`src/rtl/mpu_cmd_buff_pkg.sv`:
```
// Shared definitions for the MPU command buffer: FSM encoding, header word
// indices and the derived widths at the default configuration.
package mpu_cmd_buff_pkg;

  typedef enum logic [1:0] {
    HDR_CNT  = 2'd0,
    HDR_MASK = 2'd1,
    PAYLOAD  = 2'd2
  } state_t;

  localparam int unsigned HDR_CNT_IDX  = 0;
  localparam int unsigned HDR_MASK_IDX = 1;

  localparam int unsigned DEF_NUM_TAGS      = 10;
  localparam int unsigned DEF_NUM_CHANNELS  = 4;
  localparam int unsigned DEF_CHANNEL_WIDTH = 64;
  localparam int unsigned DEF_WRITE_WIDTH   = 16;

  // Counter width that stays legal for a single-word beat.
  function automatic int unsigned cnt_width(input int unsigned n);
    return (n > 1) ? $clog2(n) : 1;
  endfunction

  localparam int unsigned DATA_WIDTH = DEF_NUM_CHANNELS * DEF_CHANNEL_WIDTH;
  localparam int unsigned WPB        = DATA_WIDTH / DEF_WRITE_WIDTH;
  localparam int unsigned WCNT_W     = cnt_width(WPB);
  localparam int unsigned BCNT_W     = DEF_WRITE_WIDTH;

endpackage

```
`src/rtl/mpu_wr_strobe.sv`:
```
// Rising-edge detector on the microcontroller write strobe: a held-high
// wr_ena yields a single-cycle wr_pulse.
module mpu_wr_strobe (
  input  logic clk,
  input  logic rst,
  input  logic wr_ena,
  output logic wr_pulse
);

  logic wr_ena_q;

  // Remember last cycle's strobe level.
  always_ff @(posedge clk) begin
    if (rst) wr_ena_q <= 1'b0;
    else     wr_ena_q <= wr_ena;
  end

  // Pulse in the first cycle the strobe is seen high.
  always_comb begin
    wr_pulse = wr_ena & ~wr_ena_q;
  end

endmodule

```
`src/rtl/mpu_cmd_buff.sv`:
```
// Collects microcontroller words into framed AXI-Stream beats:
// word 0 = beat count, word 1 = tag mask, then count*WPB payload words.
module mpu_cmd_buff
  import mpu_cmd_buff_pkg::*;
#(
  parameter int unsigned NUM_TAGS      = DEF_NUM_TAGS,
  parameter int unsigned NUM_CHANNELS  = DEF_NUM_CHANNELS,
  parameter int unsigned CHANNEL_WIDTH = DEF_CHANNEL_WIDTH,
  parameter int unsigned WRITE_WIDTH   = DEF_WRITE_WIDTH
) (
  input  logic                                    clk,
  input  logic                                    rst,
  input  logic                                    wr_ena,
  input  logic [WRITE_WIDTH-1:0]                  wr_data,
  output logic                                    wr_ready,
  output logic                                    m_axis_tvalid,
  input  logic                                    m_axis_tready,
  output logic [NUM_CHANNELS*CHANNEL_WIDTH-1:0]   m_axis_tdata,
  output logic [NUM_TAGS-1:0]                     m_axis_tuser,
  output logic                                    m_axis_tlast,
  output logic                                    wr_err
);

  localparam int unsigned DW    = NUM_CHANNELS * CHANNEL_WIDTH;
  localparam int unsigned WORDS = DW / WRITE_WIDTH;
  localparam int unsigned WC_W  = cnt_width(WORDS);

  localparam logic [WC_W-1:0]        WORD_LAST = WC_W'(WORDS - 1);
  localparam logic [WC_W-1:0]        WORD_ONE  = WC_W'(1);
  localparam logic [WRITE_WIDTH-1:0] BEAT_ONE  = WRITE_WIDTH'(1);

  if (NUM_TAGS > WRITE_WIDTH || (DW % WRITE_WIDTH) != 0) begin : g_bad_cfg
    $error("mpu_cmd_buff: NUM_TAGS must fit a write word and the beat must be whole words");
  end

  state_t                  state;
  logic [WC_W-1:0]         word_cnt;
  logic [WRITE_WIDTH-1:0]  beat_cnt;
  logic [WRITE_WIDTH-1:0]  beat_total;
  logic [NUM_TAGS-1:0]     frame_mask;
  logic [DW-1:0]           acc;
  logic [DW-1:0]           acc_next;
  logic                    wr_pulse;
  logic                    wr_acc;
  logic                    wr_drop;
  logic                    beat_done;
  logic                    last_beat;

  mpu_wr_strobe u_wr_strobe (
    .clk      (clk),
    .rst      (rst),
    .wr_ena   (wr_ena),
    .wr_pulse (wr_pulse)
  );

  // Backpressure only when the completing word would overwrite a beat that is
  // not being taken this cycle; a same-cycle handshake keeps writes flowing.
  always_comb begin
    wr_ready  = !((state == PAYLOAD) && (word_cnt == WORD_LAST) &&
                  m_axis_tvalid && !m_axis_tready);
    wr_acc    = wr_pulse & wr_ready;
    wr_drop   = wr_pulse & ~wr_ready;
    beat_done = (word_cnt == WORD_LAST);
    last_beat = ((beat_cnt + BEAT_ONE) == beat_total);
  end

  // Accumulator with the incoming word merged at its little-endian slot, so
  // the completing word goes straight into the output register.
  always_comb begin
    acc_next = acc;
    for (int unsigned k = 0; k < WORDS; k++) begin
      if (word_cnt == WC_W'(k)) acc_next[k*WRITE_WIDTH +: WRITE_WIDTH] = wr_data;
    end
  end

  // Frame FSM, counters, accumulator, output register and sticky error.
  always_ff @(posedge clk) begin
    if (rst) begin
      state         <= HDR_CNT;
      word_cnt      <= '0;
      beat_cnt      <= '0;
      beat_total    <= '0;
      frame_mask    <= '0;
      acc           <= '0;
      m_axis_tvalid <= 1'b0;
      m_axis_tdata  <= '0;
      m_axis_tuser  <= '0;
      m_axis_tlast  <= 1'b0;
      wr_err        <= 1'b0;
    end else begin
      if (wr_drop) wr_err <= 1'b1;
      if (m_axis_tvalid && m_axis_tready) m_axis_tvalid <= 1'b0;
      if (wr_acc) begin
        unique case (state)
          HDR_CNT: begin
            if (wr_data != '0) begin
              beat_total <= wr_data;
              state      <= HDR_MASK;
            end
          end
          HDR_MASK: begin
            frame_mask <= wr_data[NUM_TAGS-1:0];
            word_cnt   <= '0;
            beat_cnt   <= '0;
            state      <= PAYLOAD;
          end
          PAYLOAD: begin
            acc <= acc_next;
            if (beat_done) begin
              word_cnt      <= '0;
              m_axis_tvalid <= 1'b1;
              m_axis_tdata  <= acc_next;
              m_axis_tuser  <= frame_mask;
              m_axis_tlast  <= last_beat;
              if (last_beat) begin
                beat_cnt <= '0;
                state    <= HDR_CNT;
              end else begin
                beat_cnt <= beat_cnt + BEAT_ONE;
              end
            end else begin
              word_cnt <= word_cnt + WORD_ONE;
            end
          end
          default: state <= HDR_CNT;
        endcase
      end
    end
  end

endmodule

```
`config.mk`:
```
export PLATFORM = sky130hd
export DESIGN_NAME = mpu_cmd_buff
export DESIGN_NICKNAME = d
export VERILOG_FILES = /design/src/rtl/mpu_cmd_buff_pkg.sv /design/src/rtl/mpu_wr_strobe.sv /design/src/rtl/mpu_cmd_buff.sv
export SDC_FILE = /design/constraint.sdc
export NUM_CORES = 1
export LEC_CHECK = 0
export ABC_AREA = 0
export CAP_MARGIN = 20
export CORE_ASPECT_RATIO = 0.5
export CORE_MARGIN = 8
export CORE_UTILIZATION = 50
export DETAILED_ROUTE_END_ITERATION = 8
export PLACE_DENSITY = 0.84
export SYNTH_ARGS = -nofsm -noshare
export SYNTH_HDL_FRONTEND = slang
export SYNTH_HIERARCHICAL = 1
export SYNTH_SLANG_ARGS = --single-unit
```
`constraint.sdc`:
```
create_clock -name clk -period 3.01 [get_ports clk]
set_input_delay 0.602 -clock clk [delete_from_list [all_inputs] [get_ports clk]]
set_output_delay 0.602 -clock clk [all_outputs]
set_load 0.005 [all_outputs]
```
Word-level counts from Yosys, hierarchy flattened
Cells that the tools add are included.

Memories kept: 0. Word-level logic and storage cells: 85. Output and inout port bits: 270. Bits of input ports: 20. Bits in registers: 574. ROM bits: 0. Latch bits: 0. Memory bits (writable): 0.

Shifts and indexed selects: 0. Reduce and logical (&&, ||, !) cells: 17. $mul: 0. Div/mod/pow operators: 0. Equality and inequality tests: 21. Mux-type cells: 29. Add/subtract/negate cells: 2. Magnitude comparators: 0. Bitwise gates (word level): 4.

Operators with widths (number): 2-to-1 mux 16 bit (18); equality test 4 bit (second input constant) (8); case mux 16 bit (2 select lines) (1); adder 16 x 1 -> 16 bit (second input constant) (1); equality test 16 bit (1); equality test 4 x 3 -> 1 bit (second input constant) (4); nonzero test 16 bit (1); AND reduction 3 bit (3); equality test 4 x 2 -> 1 bit (second input constant) (2); case mux 4 bit (2 select lines) (1); 2-to-1 mux 2 bit (3); inequality test 2 bit (second input constant) (3); case mux 2 bit (3 select lines) (1); AND reduction 2 bit (3); adder 4 x 1 -> 4 bit (second input constant) (1); equality test 4 x 1 -> 1 bit (second input constant) (1); logical AND 1 bit (4); logical NOT 4 bit (1); 2-to-1 mux 1 bit (4); 2-to-1 mux 4 bit (1); AND reduction 4 bit (1); bitwise AND 1 bit (3); equality test 2 x 1 -> 1 bit (second input constant) (1); equality test 2 bit (second input constant) (1); 4 further kinds (5).

Depth between registers and ports, before layout
Gate-level depths: netlist (run 1).

Depth after elaboration: 7. Gate-level depth with buffers: 11. Mapped depth without buffers: 8.

By module
The synthesis (run 1) kept the hierarchy.

By module, submodules not included: mpu_cmd_buff (instances 1, cells an instance 2745, area an instance 22840.7 um^2, sequential area each 11150.7 um^2); mpu_wr_strobe (instances 1, cells an instance 3, area an instance 47.5 um^2, sequential area each 20.0 um^2).

Least setup slack after synthesis (run 1)
Ideal clock, no wire load.

Path kind: register -> register. From: reg beat_cnt[0]. To: reg beat_cnt[4]. Arrival: 2484 ps. Cell stages (with the launch flop): 12. Path slack: 406 ps. Data required time: 2890 ps. Buffers on the path: 3. Setup time: 120 ps. Clock period less this slack: 2604 ps. Cell sequence: dfxtp_1 > ha_1 > buf_2 > nand4_1 > or4_4 > o31ai_1 > o2111a_1 > and4_1 > buf_6 > buf_12 > nor3_1 > o31a_1.

Cells in the longest elaborated chain, start to end: 5.

Ends and longest elaborated chain: start, declared (RTL line mpu_cmd_buff.sv:38) `logic [WRITE_WIDTH-1:0] beat_cnt;`; start signal, assigned (RTL line mpu_cmd_buff.sv:119) `beat_cnt <= beat_cnt + BEAT_ONE;`; adder 16 x 1 -> 16 bit (*) (RTL line mpu_cmd_buff.sv:64, mpu_cmd_buff.sv:119); equality test 16 bit (RTL line mpu_cmd_buff.sv:64) `last_beat = ((beat_cnt + BEAT_ONE) == beat_total);`; 2-to-1 mux 16 bit (*) (RTL line mpu_cmd_buff.sv:115) `if (last_beat) begin`; 2-to-1 mux 16 bit (*) (RTL line mpu_cmd_buff.sv:109) `if (beat_done) begin`; case mux 16 bit (2 select lines) (*) (RTL line mpu_cmd_buff.sv:94) `unique case (state)`.

Mark *: on every way between the ends. The rest lies on a longest branch, timed or not. The select of a mux whose other input is x is not followed. A chain may end at the register's enable or synchronous reset.

Worst setup path after layout (run 1)
From: reg beat_cnt[1]. To: reg beat_cnt[13].

The elaborated chain is that of the path after synthesis.

==> metrics.md, run 1 <==
| Metric | Value |
|---|---|
| Min Tclk post-route | 2.80 ns |
| Crit end category | flip-flop |
| Hold_sp | rst |
| Clock root cell | clkbuf_16 |
| Post-synth EDFFs | 0 |
| First-pass GRT wire length | 109 mm |
| Final Max Slew Viols | 0 |
| Number of max-cap violations | 0 |
| Cell count after synthesis | between 2000 and 3000 |
| CP Data Arrival Time | around 3.3 ns |
| Skew-Pair Late Insertion Delay | about 0.57 ns |
| Max_slew headroom | 24.8% |
| Sinks on Clock Net | 558 |
| Post-Route WL | 69.8 mm |
| FMAX | 357 MHz |
| Post-route DRC | 0 |
| Final Hold Vio Count | 0 |
| Register bit total from synthesis | roughly 560 |
| RSZ-0062 raised after global routing | no |
| Syn avg cell area | 8.33 sq um |
| TritonCTS clock tree | built |
| Reg-to-Reg Start | beat_cnt[1]$_SDFFE_PP0P_ |
| Nets | about 2900 |
| Initial DRT Pass Iterations | 6 |
| Starting Density | 50.6% |
| Avg WL per Cell | approximately 20 um |
| Synthesis-to-layout area growth | 21.2% |
| Synthesis warning total | 6 |
| Share of cells above drive strength 1 | 6.68% |
| Top sig layer | met4 |
| Avg Vias per Cell | 5.93 |
| Post-synth top area share | 48.8% |
| Top_reg_cell synth | dfxtp_1 |
| M1 WL | 25.9 mm |
| H-tree levels | 2 |
| CP Launch Type | flip-flop |
| Register area share after synthesis | 48.8% |
| Final core utilization | 61.3% |
| Worst Hold Class | in -> reg |
| Leakage | 9.00 nW |
| Num CTS Buffers | approximately 50 |
| Hold Crit Endpoint | m_axis_tdata[244]$_SDFFE_PP0P_ |
| Detailed Route Iter0 Violations | 2240 |
| Final period util | 93.1% |
| Port Buf Inserts | approximately 290 |
| CTS hold repair buffers | 0 |
| Total number of vias | 20800 |
| Die height | 167 um |
| Clock transition at path regs | 0.07 ns |
| Worst r2r dst | beat_cnt[13]$_SDFFE_PP0P_ |
| Initial antenna violation count | 0 |
| Filler Cell Count | approximately 3600 |
| Setup TNS | 0 ns |
| Status | finished, final reports clean |
| Critical path peak fanout | 16 |
| Post-synth design cell area | 0.0229 sq mm |
| Synth area leaders | dfxtp_1 49%, nand2_1 8.5%, mux2i_1 8.5%, nor2_1 5.7%, a311oi_1 4.9% |
| Clk_skew | 0.0188 ns |
| Pwr dens | about 510 mW/mm^2 |
| Ant diodes | 0 |
| Die X | around 320 um |
| Num ports | 290 |
| HPWL after DPL | 42.8 mm |
| Number of global-route vias before repair | 19900 |
| DIE AREA | about 0.053 sq mm |
| Flop2flop setup slack | about 0.21 ns |
| Synth cell types | between 50 and 60 |
| Crit Path Category | reg -> reg |
| Worst slew pin tran | 1.12 ns |
| Site Rows | 55 |
| Setup-failing EPs final | 0 |
| Largest net degree at the start of global routing | 151 |
| Maximum buffer depth of the clock tree | 3 |
| Worst reg2reg path depth | 9 |
| Grt ovf | 0 |
| Tot GR Track Use | 24.7% |
| Ys async rst share | 0% |
| Maximum vdd ir drop | 0.000401 V |
| Core area | 0.0452 sq mm |
| Syn nets | 2776 |
| Met3 WL | 4.55 mm |
| Hold path cells | 2 |
| Post-synth top area cell | dfxtp_1 |
| Antenna viol nets, final | 0 |
| Routed wl met2 | 34.8 mm |
| Critical Path RT | about 3.5 ns |
| GP Congestion | 0.868 |
## flip-flops by register name, summed over array words and instances (netlist names)
register              count
state                     2
m_axis_tuser             10
m_axis_tvalid             1
acc                     240
wr_err                    1
word_cnt                  4
m_axis_tlast              1
beat_total               16
frame_mask               10
u_wr_strobe/wr_ena_q      1
m_axis_tdata            256
beat_cnt                 16
## layer usage
layer,vias up,global-route usage (%)
met5,-,0
met4,0,15.8
met3,238,3.61
met2,831,43.5
met1,10000,28.1
li1,9756,-
## placed cells by master, fill, tap and decap left out, drive strengths merged, types with 9 or more instances in the layout
master / count
dfxtp: 558
nand2: 518
nor2: 350
clkdlybuf4s50: 274
a21oi: 219
mux2i: 194
nand3: 158
a311oi: 129
a211oi: 114
buf: 106
clkbuf: 72
o21ai: 56
o31ai: 14
nor4: 14
clkinv: 13
and2: 11
inv: 10
xnor2: 10
a21o: 9
## report_power, final
| group | leakage, nW | total (mW) | internal [mW] | switching [mW] |
|---|---|---|---|---|
| Combinational | 3.74 | 0.639 | 0.165 | 0.474 |
| Clock | 0.756 | 6.14 | 3.34 | 2.79 |
| Sequential | 4.50 | 7.43 | 7.41 | 0.0259 |
## worst max path at each step
stage / startpoint / depth (start not counted) / endpoint / slack [ns]
floorplan: beat_cnt[0]$_SDFFE_PP0P_ / 11 / beat_cnt[4]$_SDFFE_PP0P_ / 0.41
global placement: wr_ena / 7 / acc[114]$_SDFFE_PP0P_ / 0.24
detailed placement: beat_cnt[0]$_SDFFE_PP0P_ / 9 / beat_cnt[13]$_SDFFE_PP0P_ / 0.1
CTS: beat_cnt[0]$_SDFFE_PP0P_ / 9 / beat_cnt[13]$_SDFFE_PP0P_ / 0.11
global route: beat_cnt[1]$_SDFFE_PP0P_ / 9 / beat_cnt[10]$_SDFFE_PP0P_ / 0.04
finish: beat_cnt[1]$_SDFFE_PP0P_ / 9 / beat_cnt[13]$_SDFFE_PP0P_ / 0.21
## cells by family after synthesis
| logic type | synth area share, % |
|---|---|
| xor gates and xnor gates | 0.689 |
| DFF | 48.8 |
| and+or+nand+nor | 20.1 |
| AOI/OAI and AO/OA | 16.1 |
| muxes | 8.48 |
| adders and majority gates | 0.437 |
| buffers and inverters | 5.35 |
## metrics by stage
step                std cells  hold WS (ns)  instance area [sq um]  total power, mW  worst slack, ns
global route             3516         0.410                  27700             14.6           0.0416
finish                   3516         0.402                  27700             14.2            0.208
detailed placement       3426         0.447                  26200             8.22           0.0953
global placement         3426         0.441                  26200             8.21            0.245
floorplan                2748         0.432                  22900             8.01            0.406
CTS                      3515         0.368                  27700             14.2            0.109
## synth_stat cells, types with 11 or more instances
cell / n
a211oi_1: 114
nand3_1: 157
buf_2: 12
o21ai_0: 56
and2_1: 11
mux2i_1: 194
nor2_1: 350
a311oi_1: 129
buf_1: 16
a21oi_1: 219
nor4_1: 14
clkbuf_1: 264
dfxtp_1: 558
nand2_1: 518
o31ai_1: 14
## cell type report
class / count / area, sq um / share of cell area, %
flip-flops and latches: 558 / 11200 / 40.3
multi-input cells: 1881 / 10500 / 37.9
repair buffers: 380 / 3720 / 13.4
clock buffers: 72 / 1410 / 5.09
well taps: 598 / 748 / 2.70
clock inverters: 17 / 118 / 0.424
inverters: 10 / 37.5 / 0.135
## what timing repair did
item                                    4_1_cts  5_1_grt
gates resized for setup                       0        2
buffers inserted                              0        0
endpoints found under the hold margin         0        0
endpoints found under the setup margin        0       18
## worst max-delay path: stages (launching register included)
cell,delay [ns]
dfxtp_1,0.42
ha_2,0.31
nand4_1,0.21
or4_4,0.55
o31ai_1,0.22
o2111a_1,0.24
and4_1,0.19
buf_4,0.23
o31ai_1,0.12
a21o_1,0.22
(Power assumes the default switching activity.)
==> run 2, diff against run 1 <==
- CAP_MARGIN: 20 -> 30
==> run 2 against run 1 <==
Net effect:
- sequential power barely moved
- routed wire length barely moved
- count of clock-buffer cells in the layout fell by 2
- critical path depth did not move
- first-iteration DRC count fell by 5.8%
- largest power group unchanged
- die area did not move
- sequential share of layout area fell by 0.21 points
- final cell count barely moved
- via count rose by 0.12%
==> metrics.md, run 2 (synthesis gave the netlist of run 1 again) <==
| Metric | Value |
|---|---|
| Status | finished, final reports clean |
| Sw frac | 22.7% |
| M1 WL | about 26 mm |
| Final period util | 93.6% |
| Die X | 319 um |
| Skew-Pair Late Insertion Delay | 0.58 ns |
| CTS hold repair buffers | 0 |
| Number of max-cap violations | 0 |
| GP Congestion | 0.868 |
| CP max stage cell | or4_4 |
| Initial DRT Pass Iterations | 5 |
| Post-CTS Resized | 0 |
| Maximum buffer depth of the clock tree | 3 |
| Hold_ws | 0.407 ns |
| Crit path largest cell delay | 0.55 ns |
| Met3 WL | between 4 and 5 mm |
| Bufs and invs on worst path | 1 |
| Port Buf Inserts | ~290 |
| Avg Vias per Cell | around 5.9 |
| Share of cells above drive strength 1 | 6.89% |
| Family with the most delay on the worst path | simple AND/OR/NAND/NOR gates |
| Reg-to-Reg Start | beat_cnt[0]$_SDFFE_PP0P_ |
| Maximum vdd ir drop | about 0.00042 V |
| Core area | between 0.04 and 0.05 sq mm |
| Total number of vias | 20900 |
| Post-route worst setup slack | about 0.19 ns |
| CP cell instances | ha_4, nand4_1, or4_4, o31ai_1, o2111a_1, and4_1, buf_4, o31ai_1, a21o_1 |
| CP Launch Type | flip-flop |
| DIE AREA | 0.0533 sq mm |
| Cell area after layout | 0.0279 sq mm |
| H-tree levels | 2 |
| Worst r2r dst | beat_cnt[13]$_SDFFE_PP0P_ |
| Placed insts | 3427 |
| Commonest non-fill, non-tap cell in the layout | dfxtp_1 |
| Final core utilization | 61.7% |
| Setup-failing EPs final | 0 |
| Top cell by count, worst path | o31ai_1 |
| Post-route DRC | 0 |
| Routed wl met2 | 34.5 mm |
| Clock root cell | clkbuf_16 |
| Power after layout | 14.6 mW |
| Critical path peak fanout | 16 |
| Hold path cells | 2 |
| Regs by FF count | m_axis_tdata x256, acc x240 |
| Number of global-route vias before repair | 20000 |
| Post-route non-filler standard cell count | about 3500 |
| Pre-CTS setup slack | 0.0848 ns |
| Post-Route WL | 69.8 mm |
| Detailed Route Iter0 Violations | 2110 |
| Clk_skew | 0.0207 ns |
| First-pass GRT wire length | 110 mm |
| Crit Path Category | reg -> reg |
| Flop2flop setup slack | approximately 0.19 ns |
| Worst reg2reg path depth | 9 |
| Most frequent cells in the layout | 558 x dfxtp_1, 518 x nand2_1, 349 x nor2_1, 274 x clkdlybuf4s50_1, 219 x a21oi_1 |
| Hold Crit Endpoint | m_axis_tdata[245]$_SDFFE_PP0P_ |
| Hold_sp | rst |
| Setup TNS | 0 ns |
| Max FFs per register | 256 |
| Avg WL per Cell | approximately 20 um |
| Pwr dens | around 520 mW/mm^2 |
| Num ports | 290 |
| Starting Density | 50.6% |
| Setup Buffers After CTS | 0 |
| Final Max Slew Viols | 0 |
| Tot GR Track Use | 24.8% |
| RSZ-0062 raised after global routing | no |
| Initial antenna violation count | 0 |
| Num CTS Buffers | 49 |
| TritonCTS clock tree | built |
| Clock transition at path regs | 0.07 ns |
| Leakage | around 9 nW |
| Min Tclk post-route | ~2.8 ns |
| Die height | 167 um |
| Clock Power Share | 44.6% |
| Critical Path RT | 3.47 ns |
| Antenna viol nets, final | 0 |
| Crit end category | flip-flop |
| Internal Power | 11.3 mW |
| Nets | 2910 |
| Max_slew headroom | between 20% and 30% |
| Largest net degree at the start of global routing | between 150 and 200 |
| Ant diodes | 0 |
| Final Hold Vio Count | 0 |
| HPWL after DPL | 42.8 mm |
| Worst Hold Class | in -> reg |
| Top reg by flops | m_axis_tdata |
| Sinks on Clock Net | 558 |
| Top sig layer | met4 |
| Placed Area | 0.0262 sq mm |
| Gate power share | 4.4% |
| CP Data Arrival Time | 3.27 ns |
| Psw | 3.31 mW |
| Worst slew pin tran | 1.09 ns |
| Reg power frac | 51.0% |
| Synthesis-to-layout area growth | 21.8% |
| FMAX | 355 MHz |
| Site Rows | 55 |
| Grt ovf | 0 |
| Critical path startpoint | beat_cnt[0]$_SDFFE_PP0P_ |
run 2: cell types whose count changed in the layout (fill, tap and decap cells not counted), moves of 2 or more:
cell | previous run | this run
clkbuf_8 | 10 | 14
buf_4 | 74 | 76
bufinv_16 | 1 | 4
clkinv_2 | 13 | 10
clkbuf_1 | 13 | 7
run 2: area by class of cell:
type / count / area (sq um)
Inverter: 10 / 37.5
Fill cell: 3495 / 17300
Tap cell: 598 / 748
Multi-Input combinational cell: 1881 / 10500
Sequential cell: 558 / 11200
Clock inverter: 18 / 201
Timing Repair Buffer: 382 / 3740
Clock buffer: 70 / 1450
run 2: routing by layer:
metal	track usage, %	up-vias
met5	0	-
met4	16.2	0
met3	3.81	264
met2	43.3	855
met1	28.2	9986
li1	-	9759
run 2: power by group through the flow:
stage | logic (mW) | registers, mW | clock network (mW)
global route | 0.666 | 7.43 | 6.84
floorplan | 0.416 | 7.60 | 0
detailed placement | 0.614 | 7.60 | 0
global placement | 0.607 | 7.60 | 0
finish | 0.636 | 7.43 | 6.49
CTS | 0.618 | 7.43 | 6.52
run 2: worst max path at each step:
stage / endpoint / depth (start not counted)
6_report: beat_cnt[13]$_SDFFE_PP0P_ / 9
3_5_place_dp: beat_cnt[13]$_SDFFE_PP0P_ / 9
2_1_floorplan: beat_cnt[4]$_SDFFE_PP0P_ / 11
5_1_grt: beat_cnt[13]$_SDFFE_PP0P_ / 9
4_1_cts: beat_cnt[13]$_SDFFE_PP0P_ / 9
3_3_place_gp: acc[114]$_SDFFE_PP0P_ / 7
run 2: worst register-to-register path: stages (launching register included):
cell and delay [ns]:
dfxtp_1 0.50, ha_4 0.24, nand4_1 0.19, or4_4 0.55
o31ai_1 0.23, o2111a_1 0.24, and4_1 0.19, buf_4 0.22
o31ai_1 0.12, a21o_1 0.21
